===== config.mk =====
export PLATFORM = sky130hd
export DESIGN_NAME = dbg_cmd_sequencer
export DESIGN_NICKNAME = d
export VERILOG_FILES = /design/src/rtl/mips_dbg_pkg.sv /design/src/rtl/dbg_word_serializer.sv /design/src/rtl/dbg_cmd_sequencer.sv
export SDC_FILE = /design/constraint.sdc
export NUM_CORES = 1
export LEC_CHECK = 0
export ABC_AREA = 0
export BUFFER_PORTS_ARGS = -buffer_cell sky130_fd_sc_hd__buf_2
export CORE_MARGIN = 8
export CORE_UTILIZATION = 50
export DETAILED_ROUTE_END_ITERATION = 7
export PLACE_DENSITY = 0.81
export SLEW_MARGIN = 20
export SYNTH_ARGS = -nofsm -noshare
export SYNTH_HDL_FRONTEND = slang
export SYNTH_SLANG_ARGS = --single-unit

===== constraint.sdc =====
create_clock -name i_clk -period 2.5 [get_ports i_clk]
set_input_delay 0.25 -clock i_clk [delete_from_list [all_inputs] [get_ports i_clk]]
set_output_delay 0.25 -clock i_clk [all_outputs]
set_load 0.01 [all_outputs]

===== src/rtl/mips_dbg_pkg.sv =====
// Shared encodings for the host debug sequencer: command bytes, reply characters,
// FSM state encoding and a small count-saturation helper.
package mips_dbg_pkg;

   localparam logic [7:0] CMD_DUMP     = 8'h01;
   localparam logic [7:0] CMD_LOAD     = 8'h07;
   localparam logic [7:0] CMD_CONT     = 8'h08;
   localparam logic [7:0] CMD_STEPMODE = 8'h09;
   localparam logic [7:0] CMD_STEP     = 8'h0A;
   localparam logic [7:0] CMD_START    = 8'h0D;

   localparam logic [7:0] ASCII_R = 8'h52;
   localparam logic [7:0] ASCII_H = 8'h48;

   typedef enum logic [3:0] {
      ST_IDLE      = 4'd0,
      ST_RUN       = 4'd1,
      ST_LOAD_CNT  = 4'd2,
      ST_LOAD_BYTE = 4'd3,
      ST_LOAD_WR   = 4'd4,
      ST_STEP      = 4'd5,
      ST_DUMP_RD   = 4'd6,
      ST_DUMP_TX   = 4'd7,
      ST_SEND_RDY  = 4'd8,
      ST_HALTED    = 4'd9
   } dbg_state_e;

   function automatic logic [7:0] sat_count(input logic [7:0] n, input logic [7:0] lim);
      return (n > lim) ? lim : n;
   endfunction

endpackage


===== src/rtl/dbg_word_serializer.sv =====
// Sends NUM_BYTES bytes of a word LSB first over the UART start/done handshake.
// Start drops for one cycle after every done pulse; o_done pulses after the last byte.
module dbg_word_serializer #(
   parameter int NUM_BYTES = 4
) (
   input  logic                   i_clk,
   input  logic                   i_rst_n,
   input  logic                   i_load,
   input  logic [8*NUM_BYTES-1:0] i_word,
   input  logic                   i_tx_done,
   output logic [7:0]             o_tx_data,
   output logic                   o_tx_start,
   output logic                   o_done
);

   localparam int CW = $clog2(NUM_BYTES + 1);

   logic [8*NUM_BYTES-1:0] word_q, word_d;
   logic [CW-1:0]          left_q, left_d;
   logic                   start_q, start_d;
   logic                   done_q, done_d;

   always_comb begin
      word_d  = word_q;
      left_d  = left_q;
      start_d = start_q;
      done_d  = 1'b0;
      if (i_load) begin
         word_d  = i_word;
         left_d  = CW'(NUM_BYTES);
         start_d = 1'b1;
      end else if (start_q) begin
         if (i_tx_done) begin
            start_d = 1'b0;
            word_d  = word_q >> 8;
            left_d  = left_q - CW'(1);
            done_d  = (left_q == CW'(1));
         end
      end else if (left_q != '0) begin
         start_d = 1'b1;
      end
   end

   always_ff @(posedge i_clk or negedge i_rst_n) begin
      if (!i_rst_n) begin
         word_q  <= '0;
         left_q  <= '0;
         start_q <= 1'b0;
         done_q  <= 1'b0;
      end else begin
         word_q  <= word_d;
         left_q  <= left_d;
         start_q <= start_d;
         done_q  <= done_d;
      end
   end

   assign o_tx_data  = word_q[7:0];
   assign o_tx_start = start_q;
   assign o_done     = done_q;

endmodule


===== src/rtl/dbg_cmd_sequencer.sv =====
// Host debug sequencer: UART command decode, imem loading, run/step gating, register dump.
// Optional HALT detection is built when DBG_HALT_DETECT_EN is defined.
//
// state     | meaning
// ----------+-----------------------------------------------------------
// IDLE      | waiting for a command, pipeline not free-running
// RUN       | pipeline enabled, commands accepted
// LOAD_CNT  | waiting for the word-count byte
// LOAD_BYTE | collecting the 4 bytes of one program word
// LOAD_WR   | imem write strobe for the assembled word
// STEP      | single enabled cycle has elapsed, drop enable
// DUMP_RD   | register address presented, waiting for read data
// DUMP_TX   | serializing one register word
// SEND_RDY  | sending the reply byte
// HALTED    | pipeline fetched HALT, only LOAD/DUMP/STEPMODE served
module dbg_cmd_sequencer
   import mips_dbg_pkg::*;
#(
   parameter int MAX_INSTRUCTION = 64,
   parameter int ADDR_WIDTH      = 6,
   parameter int NUM_REGISTERS   = 32
) (
   input  logic                  i_clk,
   input  logic                  i_rst_n,
   input  logic [7:0]            i_rx_data,
   input  logic                  i_rx_valid,
   output logic [7:0]            o_tx_data,
   output logic                  o_tx_start,
   input  logic                  i_tx_done,
   output logic                  o_imem_we,
   output logic [ADDR_WIDTH-1:0] o_imem_addr,
   output logic [31:0]           o_imem_wdata,
   output logic [4:0]            o_rf_addr,
   input  logic [31:0]           i_rf_data,
   input  logic                  i_halt,
   output logic                  o_cpu_rst,
   output logic                  o_cpu_en,
   output logic [3:0]            o_state
);

   localparam int         CW    = $clog2(MAX_INSTRUCTION + 1);
   localparam logic [7:0] MAX_N = 8'(MAX_INSTRUCTION);

   dbg_state_e            state_q, state_d;
   logic                  step_mode_q, step_mode_d;
   logic                  started_q, started_d;
   logic                  halted_q, halted_d;
   logic                  cpu_rst_q, cpu_rst_d;
   logic                  cpu_en_q, cpu_en_d;
   logic                  imem_we_q, imem_we_d;
   logic [ADDR_WIDTH-1:0] imem_addr_q, imem_addr_d;
   logic [31:0]           wdata_q, wdata_d;
   logic [1:0]            byte_cnt_q, byte_cnt_d;
   logic [CW-1:0]         word_cnt_q, word_cnt_d;
   logic [CW-1:0]         word_idx_q, word_idx_d;
   logic [4:0]            rf_addr_q, rf_addr_d;
   logic                  rd_phase_q, rd_phase_d;

   logic [7:0]  n_sat;
   logic [CW-1:0] idx_nxt;
   logic [7:0]  reply_byte;
   logic        reply_load, reply_done, word_load, word_done;
   logic [7:0]  w_tx_data, r_tx_data;
   logic        w_tx_start, r_tx_start;

   assign n_sat   = sat_count(i_rx_data, MAX_N);
   assign idx_nxt = word_idx_q + CW'(1);

   always_comb begin
      state_d     = state_q;
      step_mode_d = step_mode_q;
      started_d   = started_q;
      halted_d    = halted_q;
      cpu_rst_d   = cpu_rst_q;
      cpu_en_d    = cpu_en_q;
      imem_we_d   = 1'b0;
      imem_addr_d = imem_addr_q;
      wdata_d     = wdata_q;
      byte_cnt_d  = byte_cnt_q;
      word_cnt_d  = word_cnt_q;
      word_idx_d  = word_idx_q;
      rf_addr_d   = rf_addr_q;
      rd_phase_d  = rd_phase_q;
      reply_byte  = ASCII_R;
      word_load   = 1'b0;

      case (state_q)
         ST_IDLE, ST_RUN, ST_HALTED: begin
`ifdef DBG_HALT_DETECT_EN
            if (state_q == ST_RUN && i_halt) begin
               cpu_en_d   = 1'b0;
               halted_d   = 1'b1;
               reply_byte = ASCII_H;
               state_d    = ST_SEND_RDY;
            end else
`endif
            if (i_rx_valid) begin
               case (i_rx_data)
                  CMD_LOAD: begin
                     cpu_rst_d = 1'b1;
                     cpu_en_d  = 1'b0;
                     started_d = 1'b0;
                     halted_d  = 1'b0;
                     state_d   = ST_LOAD_CNT;
                  end
                  CMD_START: if (!halted_q) begin
                     started_d = 1'b1;
                     cpu_rst_d = 1'b0;
                     cpu_en_d  = !step_mode_q;
                     state_d   = step_mode_q ? ST_IDLE : ST_RUN;
                  end
                  CMD_CONT: if (!halted_q) begin
                     step_mode_d = 1'b0;
                     if (started_q) begin
                        cpu_en_d = 1'b1;
                        state_d  = ST_RUN;
                     end
                  end
                  CMD_STEPMODE: begin
                     step_mode_d = 1'b1;
                     cpu_en_d    = 1'b0;
                     state_d     = halted_q ? ST_HALTED : ST_IDLE;
                  end
                  CMD_STEP: if (!halted_q) begin
                     if (started_q && step_mode_q) begin
                        cpu_en_d = 1'b1;
                        state_d  = ST_STEP;
                     end else begin
                        state_d = ST_SEND_RDY;
                     end
                  end
                  CMD_DUMP: begin
                     cpu_en_d   = 1'b0;
                     rf_addr_d  = '0;
                     rd_phase_d = 1'b0;
                     state_d    = ST_DUMP_RD;
                  end
                  default: ;
               endcase
            end
         end
         ST_LOAD_CNT: if (i_rx_valid) begin
            if (n_sat == 8'd0) begin
               state_d = ST_SEND_RDY;
            end else begin
               word_cnt_d = CW'(n_sat);
               word_idx_d = '0;
               byte_cnt_d = '0;
               state_d    = ST_LOAD_BYTE;
            end
         end
         ST_LOAD_BYTE: if (i_rx_valid) begin
            wdata_d    = {i_rx_data, wdata_q[31:8]};
            byte_cnt_d = byte_cnt_q + 2'd1;
            if (byte_cnt_q == 2'd3) begin
               imem_we_d   = 1'b1;
               imem_addr_d = ADDR_WIDTH'(word_idx_q);
               state_d     = ST_LOAD_WR;
            end
         end
         ST_LOAD_WR: begin
            word_idx_d = idx_nxt;
            if (idx_nxt == word_cnt_q) begin
               state_d = ST_SEND_RDY;
            end else begin
               state_d = ST_LOAD_BYTE;
               // a fast host may already deliver the first byte of the next word
               if (i_rx_valid) begin
                  wdata_d    = {i_rx_data, wdata_q[31:8]};
                  byte_cnt_d = byte_cnt_q + 2'd1;
               end
            end
         end
         ST_STEP: begin
            cpu_en_d = 1'b0;
            state_d  = ST_SEND_RDY;
         end
         ST_DUMP_RD: begin
            if (!rd_phase_q) begin
               rd_phase_d = 1'b1;
            end else begin
               rd_phase_d = 1'b0;
               word_load  = 1'b1;
               state_d    = ST_DUMP_TX;
            end
         end
         ST_DUMP_TX: if (word_done) begin
            if (rf_addr_q == 5'(NUM_REGISTERS - 1)) begin
               state_d = ST_SEND_RDY;
            end else begin
               rf_addr_d = rf_addr_q + 5'd1;
               state_d   = ST_DUMP_RD;
            end
         end
         ST_SEND_RDY: if (reply_done) begin
            // enable is recomputed here, which also restores it after a dump from RUN
            cpu_en_d = started_q && !step_mode_q && !halted_q;
            if (halted_q)
               state_d = ST_HALTED;
            else if (started_q && !step_mode_q)
               state_d = ST_RUN;
            else
               state_d = ST_IDLE;
         end
         default: state_d = ST_IDLE;
      endcase
   end

`ifndef DBG_HALT_DETECT_EN
   logic unused_halt;
   assign unused_halt = i_halt;
`endif

   assign reply_load = (state_d == ST_SEND_RDY) && (state_q != ST_SEND_RDY);

   always_ff @(posedge i_clk or negedge i_rst_n) begin
      if (!i_rst_n) begin
         state_q     <= ST_IDLE;
         step_mode_q <= 1'b0;
         started_q   <= 1'b0;
         halted_q    <= 1'b0;
         cpu_rst_q   <= 1'b1;
         cpu_en_q    <= 1'b0;
         imem_we_q   <= 1'b0;
         imem_addr_q <= '0;
         wdata_q     <= '0;
         byte_cnt_q  <= '0;
         word_cnt_q  <= '0;
         word_idx_q  <= '0;
         rf_addr_q   <= '0;
         rd_phase_q  <= 1'b0;
      end else begin
         state_q     <= state_d;
         step_mode_q <= step_mode_d;
         started_q   <= started_d;
         halted_q    <= halted_d;
         cpu_rst_q   <= cpu_rst_d;
         cpu_en_q    <= cpu_en_d;
         imem_we_q   <= imem_we_d;
         imem_addr_q <= imem_addr_d;
         wdata_q     <= wdata_d;
         byte_cnt_q  <= byte_cnt_d;
         word_cnt_q  <= word_cnt_d;
         word_idx_q  <= word_idx_d;
         rf_addr_q   <= rf_addr_d;
         rd_phase_q  <= rd_phase_d;
      end
   end

   dbg_word_serializer #(.NUM_BYTES(4)) u_word_ser (
      .i_clk      (i_clk),
      .i_rst_n    (i_rst_n),
      .i_load     (word_load),
      .i_word     (i_rf_data),
      .i_tx_done  (i_tx_done),
      .o_tx_data  (w_tx_data),
      .o_tx_start (w_tx_start),
      .o_done     (word_done)
   );

   dbg_word_serializer #(.NUM_BYTES(1)) u_reply_ser (
      .i_clk      (i_clk),
      .i_rst_n    (i_rst_n),
      .i_load     (reply_load),
      .i_word     (reply_byte),
      .i_tx_done  (i_tx_done),
      .o_tx_data  (r_tx_data),
      .o_tx_start (r_tx_start),
      .o_done     (reply_done)
   );

   assign o_tx_start   = w_tx_start | r_tx_start;
   assign o_tx_data    = r_tx_start ? r_tx_data : w_tx_data;
   assign o_imem_we    = imem_we_q;
   assign o_imem_addr  = imem_addr_q;
   assign o_imem_wdata = wdata_q;
   assign o_rf_addr    = rf_addr_q;
   assign o_cpu_rst    = cpu_rst_q;
   assign o_cpu_en     = cpu_en_q;
   assign o_state      = state_q;

endmodule


Yosys cells after proc, flatten, opt, wreduce, memory -nomap -nowiden
Index checks and enable logic that the tools add are counted.
Widths: inputs -> output; s select.
{"block": "op_classes", "add_sub_neg": 5, "order_cmp": 1, "n_eq_ne": 32, "mux": 77, "bitwise_logic": 2, "n_reduce_logical": 33}
{"cell": "$mux 32", "n": 5}
{"cell": "$pmux 32 s2", "n": 1}
{"cell": "$mux 4", "n": 12}
{"cell": "$mux 8", "n": 5}
{"cell": "$eq 8x4->1 const B", "n": 4}
{"cell": "$pmux 4 s8", "n": 1}
{"cell": "$mux 1", "n": 30}
{"cell": "$pmux 4 s6", "n": 1}
{"cell": "$mux 5", "n": 4}
{"cell": "$reduce_bool 2->1", "n": 10}
{"cell": "$reduce_and 3->1", "n": 6}
{"cell": "$eq 4x3->1 const B", "n": 4}
{"cell": "$mux 7", "n": 2}
{"cell": "$pmux 7 s2", "n": 1}
{"cell": "$eq 4x4->1 const B", "n": 3}
{"cell": "$ne 2x2->1 const B", "n": 5}
{"cell": "$pmux 5 s2", "n": 1}
{"cell": "$mux 3", "n": 3}
{"cell": "$reduce_bool 3->1", "n": 3}
{"cell": "$eq 4x2->1 const B", "n": 2}
{"cell": "$eq 8x1->1 const B", "n": 1}
{"cell": "$eq 8x3->1 const B", "n": 1}
{"cell": "$gt 8x7->1 const B", "n": 1}
{"cell": "$logic_not 8->1", "n": 1}
{"cell": "29 further kinds", "n": 43}
{"block": "word_totals", "ff_bits": 117, "inputBits": 45, "out_inout_bits": 59, "elab_cells": 171}

Depth between registers and ports, before layout
Gate-level depths: netlist of the first run.
{"block": "logic_depth", "ltp_word": 10, "mapped_depth": 8, "depth_no_buf": 8}

Hierarchy
From an unflattened synthesis of the first run, not the netlist that was laid out.
{"block": "hier_totals", "cells_unflattened": 576, "area_unflattened_um2": 6258.5}
{"mod": "dbg_cmd_sequencer", "n_inst": 1, "cells_each": 338, "area_per_inst_um2": 3791.1, "seq_area_each_um2": 1727.9}
{"mod": "dbg_word_serializer (u_word_ser)", "n_inst": 1, "cells_each": 203, "area_per_inst_um2": 2009.4, "seq_area_each_um2": 925.9}
{"mod": "dbg_word_serializer (u_reply_ser)", "n_inst": 1, "cells_each": 35, "area_per_inst_um2": 457.9, "seq_area_each_um2": 275.3}

Worst setup path after synthesis of the first run
Ideal clock, no wire load.
{"block": "synth_path", "kind": "register to register", "startpoint": "register word_idx_q[0]", "endpoint": "register wdata_q[11] (netlist: o_imem_wdata[11])", "setup_time_ns": 0.125, "arrival_time_ns": 2.366, "required_time_ns": 2.375, "path_slack_ns": 0.009, "stages_incl_launch_ff": 9, "path_buffers": 1, "synth_period_minus_slack_ns": 2.491, "path_cell_list": "dfrtp_1 -> ha_1 -> nand3_1 -> or3_1 -> a2111oi_2 -> nand3_1 -> nand2_2 -> buf_4 -> mux2_2"}
{"block": "synth_via", "elab_chain_len": 4}
{"item": "from (decl)", "line": "dbg_cmd_sequencer.sv:55", "rtl": "logic [CW-1:0] word_idx_q, word_idx_d;"}
{"item": "from (signal assigned)", "line": "dbg_cmd_sequencer.sv:244", "rtl": "word_idx_q <= word_idx_d;"}
{"item": "$add 7x1->7", "line": "dbg_cmd_sequencer.sv:67", "rtl": "assign idx_nxt = word_idx_q + CW'(1);"}
{"item": "$eq 7x7->1", "line": "dbg_cmd_sequencer.sv:163", "rtl": "if (idx_nxt == word_cnt_q) begin"}
{"item": "$ne 2x2->1 (no line)"}
{"item": "$reduce_and 2->1 (no line)"}
{"item": "to (signal assigned)", "line": "dbg_cmd_sequencer.sv:241", "rtl": "wdata_q <= wdata_d;"}
{"item": "to (decl)", "line": "dbg_cmd_sequencer.sv:52", "rtl": "logic [31:0] wdata_q, wdata_d;"}
Every way passes these cells.
A chain may end at the register's enable or synchronous reset.

Worst setup path after layout of the first run
{"block": "layout_path", "startpoint": "register word_idx_q[0]", "endpoint": "register wdata_q[22] (netlist: o_imem_wdata[22])"}
The elaborated chain is that of the path after synthesis.

==> out/metrics.cfg, run 1 <==
[run_status]
outcome=complete, no violations

[sta]
worst_pin_slew_ns=0.951
finalSetupViolCount=0
slew_headroom_pct=36.4
rsz0062_at_grt=no
min_period_ns=2.41
setup_tns_ns=0
post-route-period-util_pct=96.3
fin_skew_ns=0.00998
hold_viol=0
finalMaxSlewViolations=0
fmax_ghz=0.416

[final_layout]
n_antenna_cell=0
area.growth.synth_to_final_pct=19.2
fin_nets=672
n_fill_cell=831
final-instance-count-excl-fill=761
drive_gt1_share_pct=30.9

[yosys]
synth_edf_count=0
synthFlopType=dfrtp_1
ys_warn_count=0
yosysSeqAreaShare_pct=51.8
synth_top_area_share_pct=51.3
ys_top_cells_by_count=dfrtp_1, nand2_1, o21ai_0
synth_top_area_cell=dfrtp_1
synth_cells=513
synth.distinct_cells=61
syn_area_mm2=0.00532
synthTopCellsByArea=dfrtp_1, mux2_2, o21ai_0
syn_area_per_cell_um2=10.4
async_flop_share_pct=100
synth_seq_cells=110
synth_nets=565
yosysMostFrequentCell=dfrtp_1

[setup_path]
critPathSlowestCell=dfrtp_1
path_buf_inv=2
worst_path_largest_cell_delay_ns=0.39
crit_chain=ha_1, buf_4, and3_1, xnor2_1, a211oi_2, nand3_2, nand2_4, clkbuf_16, mux2_2
crit_type=reg2reg
start_kind=register
endpoint_kind=register
path_max_fanout=16
cp.arrival_ns=2.68
critical_path.top_delay_family=simple AND/OR/NAND/NOR gates
crit_required_ns=2.77

[routing]
ant_nets=0
drt_iter0_drc=327
drcViolationCount=0
drt_wl_total_mm=12.5
vias_per_cell=5.48
wl_per_cell_um=16.4
vias=4174
first_pass_iters=4

[clock_network]
insertion_delay_ns=0.39
cts.sinks=110
cts_setup_buffers=0
clk_pin_slew_worst_paths_ns=0.10
cts_tree=done
htree_levels=3
cts_max_path_buffers=2
cts-buffers-inserted=9
clock-root-buffer=clkbuf_8

[global_route]
grt_max_degree=70
grt_pass1_wl_mm=20.5
grt_overflow=0
grt_pass1_vias=4195
antenna_found_initial=0
grtUsageTotal_pct=17.5

[floorplanning]
die-area_mm2=0.0142
io_pins=104
start_util_pct=51.5
row_count=37
die_h_um=119
core_mm2=0.0103
die_w_um=119

[min_path]
hp-class=in2reg

[power]
p_per_area_mw_per_mm2=637
peakVddDrop_mv=0.505
p_leak_uw=0.00320

[placed_design]
io_buffers=102
dp.cells=743
hpwl_mm=8.94
routabilityCongestion=0.861

[job]
maxCapViolCount=0

==> metrics by stage <==
step | total power (uW) | cell area [um^2] | setup slack, ns | utilization [%] | hold WS, ns
2_1_floorplan | 2630 | 5320 | 0.00941 | - | -0.0456
3_3_place_gp | 2920 | 6080 | 0.0727 | 58.9 | 0.261
3_5_place_dp | 2960 | 6080 | 0.0261 | 58.9 | 0.265
4_1_cts | 4060 | 6290 | 0.0139 | 60.9 | 0.0422
5_1_grt | 4250 | 6340 | 0.0159 | 61.4 | 0.0455
6_report | 4040 | 6340 | 0.0933 | 61.4 | 0.0601
==> placed cells by master, fill, tap and decap left out, drive strengths merged, types with 7 or more instances in the layout <==
master | Yosys | layout
buf | 8 | 125
dfrtp | 109 | 109
nand2 | 81 | 81
o21ai | 66 | 66
mux2 | 41 | 41
mux2i | 24 | 24
nor2 | 20 | 20
xnor2 | 12 | 12
inv | 11 | 11
a21oi | 11 | 11
nand3 | 11 | 11
clkbuf | 23 | 11
nor2b | 9 | 9
ha | 7 | 7
==> cell type report <==
class,instances,area [um^2],share of cell area [%]
Sequential cell,110,2750,43.5
Multi-Input combinational cell,361,2410,38.1
Timing Repair Buffer,127,758,12.0
Tap cell,136,170,2.69
Clock buffer,10,138,2.17
Clock inverter,6,61.3,0.967
Inverter,11,41.3,0.652
==> cell families (layout without fill, tap and decap cells) <==
kind of cell | count (synthesis) | in the layout | share of synthesized area [%]
compound gates | 107 | 107 | 12.1
simple gates | 165 | 165 | 15.1
mux | 65 | 65 | 13.2
xor+xnor | 17 | 17 | 2.80
flops | 110 | 110 | 51.8
fa+ha+maj | 7 | 7 | 1.65
buf+inv | 42 | 154 | 3.39
==> tightest hold or removal path: stages <==
cell and delay [ns]:
buf_2 0.07, nand2_1 0.03, o21ai_0 0.05
==> path summary, 6_finish.rpt <==
check | start | to | slack, ns | cells past startpoint
setup / recovery | word_idx_q[0] | o_imem_wdata[22] | 0.09 | 9
setup reg to reg | word_idx_q[0] | o_imem_wdata[22] | 0.09 | 9
max in group asynchronous | i_rst_n | o_imem_wdata[6] | 1.37 | 3
hold reg to reg | o_imem_wdata[7] | o_imem_wdata[7] | 0.51 | 1
min in group asynchronous | i_rst_n | o_imem_wdata[29] | 0.40 | 2
hold / removal | i_rf_data[8] | u_word_ser.word_q[8] | 0.06 | 3
==> per-layer routing <==
layer	track usage (%)	vias up	wire [um]
met1	21.2	2043	5260
met3	7.13	11	937
met4	5.14	0	136
met5	0	-	0
met2	28.1	114	6160
li1	-	2006	-
==> registers in the layout, summed over array words and instances (netlist names), 2 cells and up <==
name and count:
byte_cnt_q 2, o_imem_addr 6, o_imem_wdata 32, o_rf_addr 5
o_state 4, u_word_ser.left_q 3, u_word_ser.word_q 32, word_cnt_q 7
word_idx_q 7
==> what timing repair did <==
item | CTS | global route
endpoints found under the hold margin | 36 | 0
hold buffers | 1 | 0
pin swaps | 0 | 1
setup endpoints to repair | 32 | 34
cloned | 0 | 1
gates resized for setup | 1 | 3
==> report_power, final <==
group	leakage [uW]	internal [uW]	switching, uW
Combinational	0.00164	404	502
Sequential	0.00146	1920	139
Clock	0.000102	487	588
Total	0.00320	2810	1230
Note: power is estimated with default switching activity, not from simulation.
==> run 2: changes to the inputs <==
CORE_ASPECT_RATIO = 1.25   (was default)
==> run 2 against run 1 <==
Compared with the run above:
- sequential power hardly changed
- clock power is 59% higher
- combinational power increased by 0.8%
- cell count is 0.66% lower
- sequential cell count unchanged
- largest power group unchanged
- wire length decreased by 2.1%
- register-to-register slack got worse by 0.02 ns
- first-iteration DRC count is 41% lower
- clock skew up 0.0031 ns
- non-clock buffer count is 1 lower
- via count shrank 0.79%
==> out/metrics.cfg, run 2 (synthesized netlist as in run 1, its figures left out) <==
[global_route]
grt_max_degree=87  ; +24%
grt_pass1_wl_mm=19.9  ; -2.8%
antenna_found_initial=0  ; unchanged
grtUsageTotal_pct=17.1  ; -0.39 points
grt_overflow=0  ; unchanged
grt_pass1_vias=4129  ; -1.6%

[routing]
dr_wl_met2_mm=5.96  ; -3.2%
first_pass_iters=5  ; +1
wl_met1_mm=5.27  ; +0.23%
top_layer=met4
drcViolationCount=0  ; unchanged
drt_iter0_drc=192  ; -41%
drt_wl_total_mm=12.2  ; -2.1%
ant_nets=0  ; unchanged
wl_per_cell_um=16.2  ; -1.5%
vias=4141  ; -0.79%
vias_per_cell=5.48  ; -0.13%
wl_met3_um=742  ; -21%

[placed_design]
hpwl_mm=8.73  ; -2.4%
io_buffers=102  ; unchanged
place_area_mm2=0.00606  ; -0.21%
routabilityCongestion=0.902  ; +4.7%

[sta]
finalMaxSlewViolations=0  ; unchanged
hold_viol=0  ; unchanged
fin_skew_ns=0.0131  ; +0.00310 ns
finalSetupViolCount=0  ; unchanged
fmax_ghz=0.413  ; -0.72%
post-route-period-util_pct=97.0  ; +0.70 points
min_period_ns=2.42  ; +0.0174 ns
worst_pin_slew_ns=0.960  ; +0.00896 ns
slew_headroom_pct=35.8  ; -0.60 points

[final_layout]
area.growth.synth_to_final_pct=22.1
final_cell_mix=dfrtp_1, buf_2, nand2_1, o21ai_0, mux2_2
drive_gt1_share_pct=30.8  ; -0.11 points
fin_area_mm2=0.00649  ; +2.4%
final_common_cell=dfrtp_1
fin_nets=671  ; -0.15%
postLayoutCoreUtil_pct=62.1  ; +0.69 points
n_antenna_cell=0  ; unchanged

[power]
p_per_area_mw_per_mm2=719  ; +13%
power_uw=4670  ; +16%
p_leak_uw=0.00328  ; +2.3%
peakVddDrop_mv=0.377  ; -25%

[floorplanning]
row_count=42  ; +14%
die_w_um=108  ; -9.1%
die_h_um=131  ; +10%
io_pins=104  ; unchanged
core_mm2=0.0105  ; +1.3%
start_util_pct=50.8  ; -0.66 points
die-area_mm2=0.0142  ; +0.15%

[clock_network]
clock-root-buffer=clkbuf_16
cts_max_path_buffers=2  ; unchanged
clk_pin_slew_worst_paths_ns=0.08  ; -0.02 ns
cts.sinks=110  ; unchanged
insertion_delay_ns=0.35  ; -0.04 ns
cts_setup_buffers=0  ; unchanged
cts_tree=done
htree_levels=3  ; unchanged
cts-buffers-inserted=9  ; unchanged

[setup_path]
cp.arrival_ns=2.65  ; -0.03 ns
path_max_fanout=16  ; unchanged
crit_type=reg2reg
crit_required_ns=2.73  ; -0.04 ns
endpoint_kind=register
start_kind=register

[job]
maxCapViolCount=0  ; unchanged

[min_path]
hp-class=in2reg

[run_status]
outcome=complete, no violations

[run 2: changes by cell type in the layout (fill, tap and decap cells not counted), sizes merged]
cell      previous run  this run
inv                 11        12
bufinv               1         3
clkinvlp             1         0
buf                125       124
clkinv               4         0
clkbuf              11        13
[run 2: per-layer routing]
metal | vias to the layer above | GRT usage, %
met3 | 22 | 4.79
met4 | 0 | 6.81
met5 | - | 0
met1 | 1968 | 21.1
met2 | 143 | 27.3
li1 | 2008 | -
[run 2: power by group]
part | switching, uW | internal (uW)
sequential | 140 | 1920
clock | 631 | 1070
combinational | 506 | 407
[run 2: metrics by stage]
stage / setup TNS [ns] / cells / setup slack (ns) / hold slack [ns]
floorplan: 0 / 513 / 0.00941 / -0.0456
global placement: 0 / 738 / 0.115 / 0.171
detailed placement: 0 / 738 / 0.0759 / 0.174
CTS: 0 / 755 / 0.0470 / 0.0956
global route: -0.340 / 756 / -0.0217 / 0.0964
finish: 0 / 756 / 0.0759 / 0.102
[run 2: worst paths after layout]
path                            slack (ns)                startpoint                  endpoint  cells after the start
worst min-delay path                  0.10             i_rf_data[22]     u_word_ser.word_q[22]                      3
max in group asynchronous             1.40                   i_rst_n                rd_phase_q                      3
worst max-delay path                  0.08             word_idx_q[0]          o_imem_wdata[24]                      8
worst max register to register        0.08             word_idx_q[0]          o_imem_wdata[24]                      8
min in group asynchronous             0.36                   i_rst_n           o_imem_wdata[5]                      2
worst min register to register        0.50  u_reply_ser.o_tx_data[4]  u_reply_ser.o_tx_data[4]                      2
[run 2: final cells by class]
class / instances / area [um^2]
Fill cell: 837 / 3970
Sequential cell: 110 / 2750
Multi-Input combinational cell: 361 / 2410
Timing Repair Buffer: 126 / 751
Clock buffer: 12 / 267
Tap cell: 132 / 165
Clock inverter: 4 / 98.8
Inverter: 11 / 41.3
[run 2: worst max-delay path: stages, from the launching register on]
cell and delay (ns):
dfrtp_1 0.37, ha_1 0.19, nand3_1 0.10, or3_1 0.43, a2111oi_4 0.39, nand3_2 0.15
nand2_4 0.13, clkbuf_16 0.19, mux2_2 0.35
[run 2: timing repair]
action	4_1_cts	5_1_grt
endpoints found under the setup margin	0	33
endpoints found under the hold margin	24	0
gates resized for setup	0	4
hold buffers	1	0
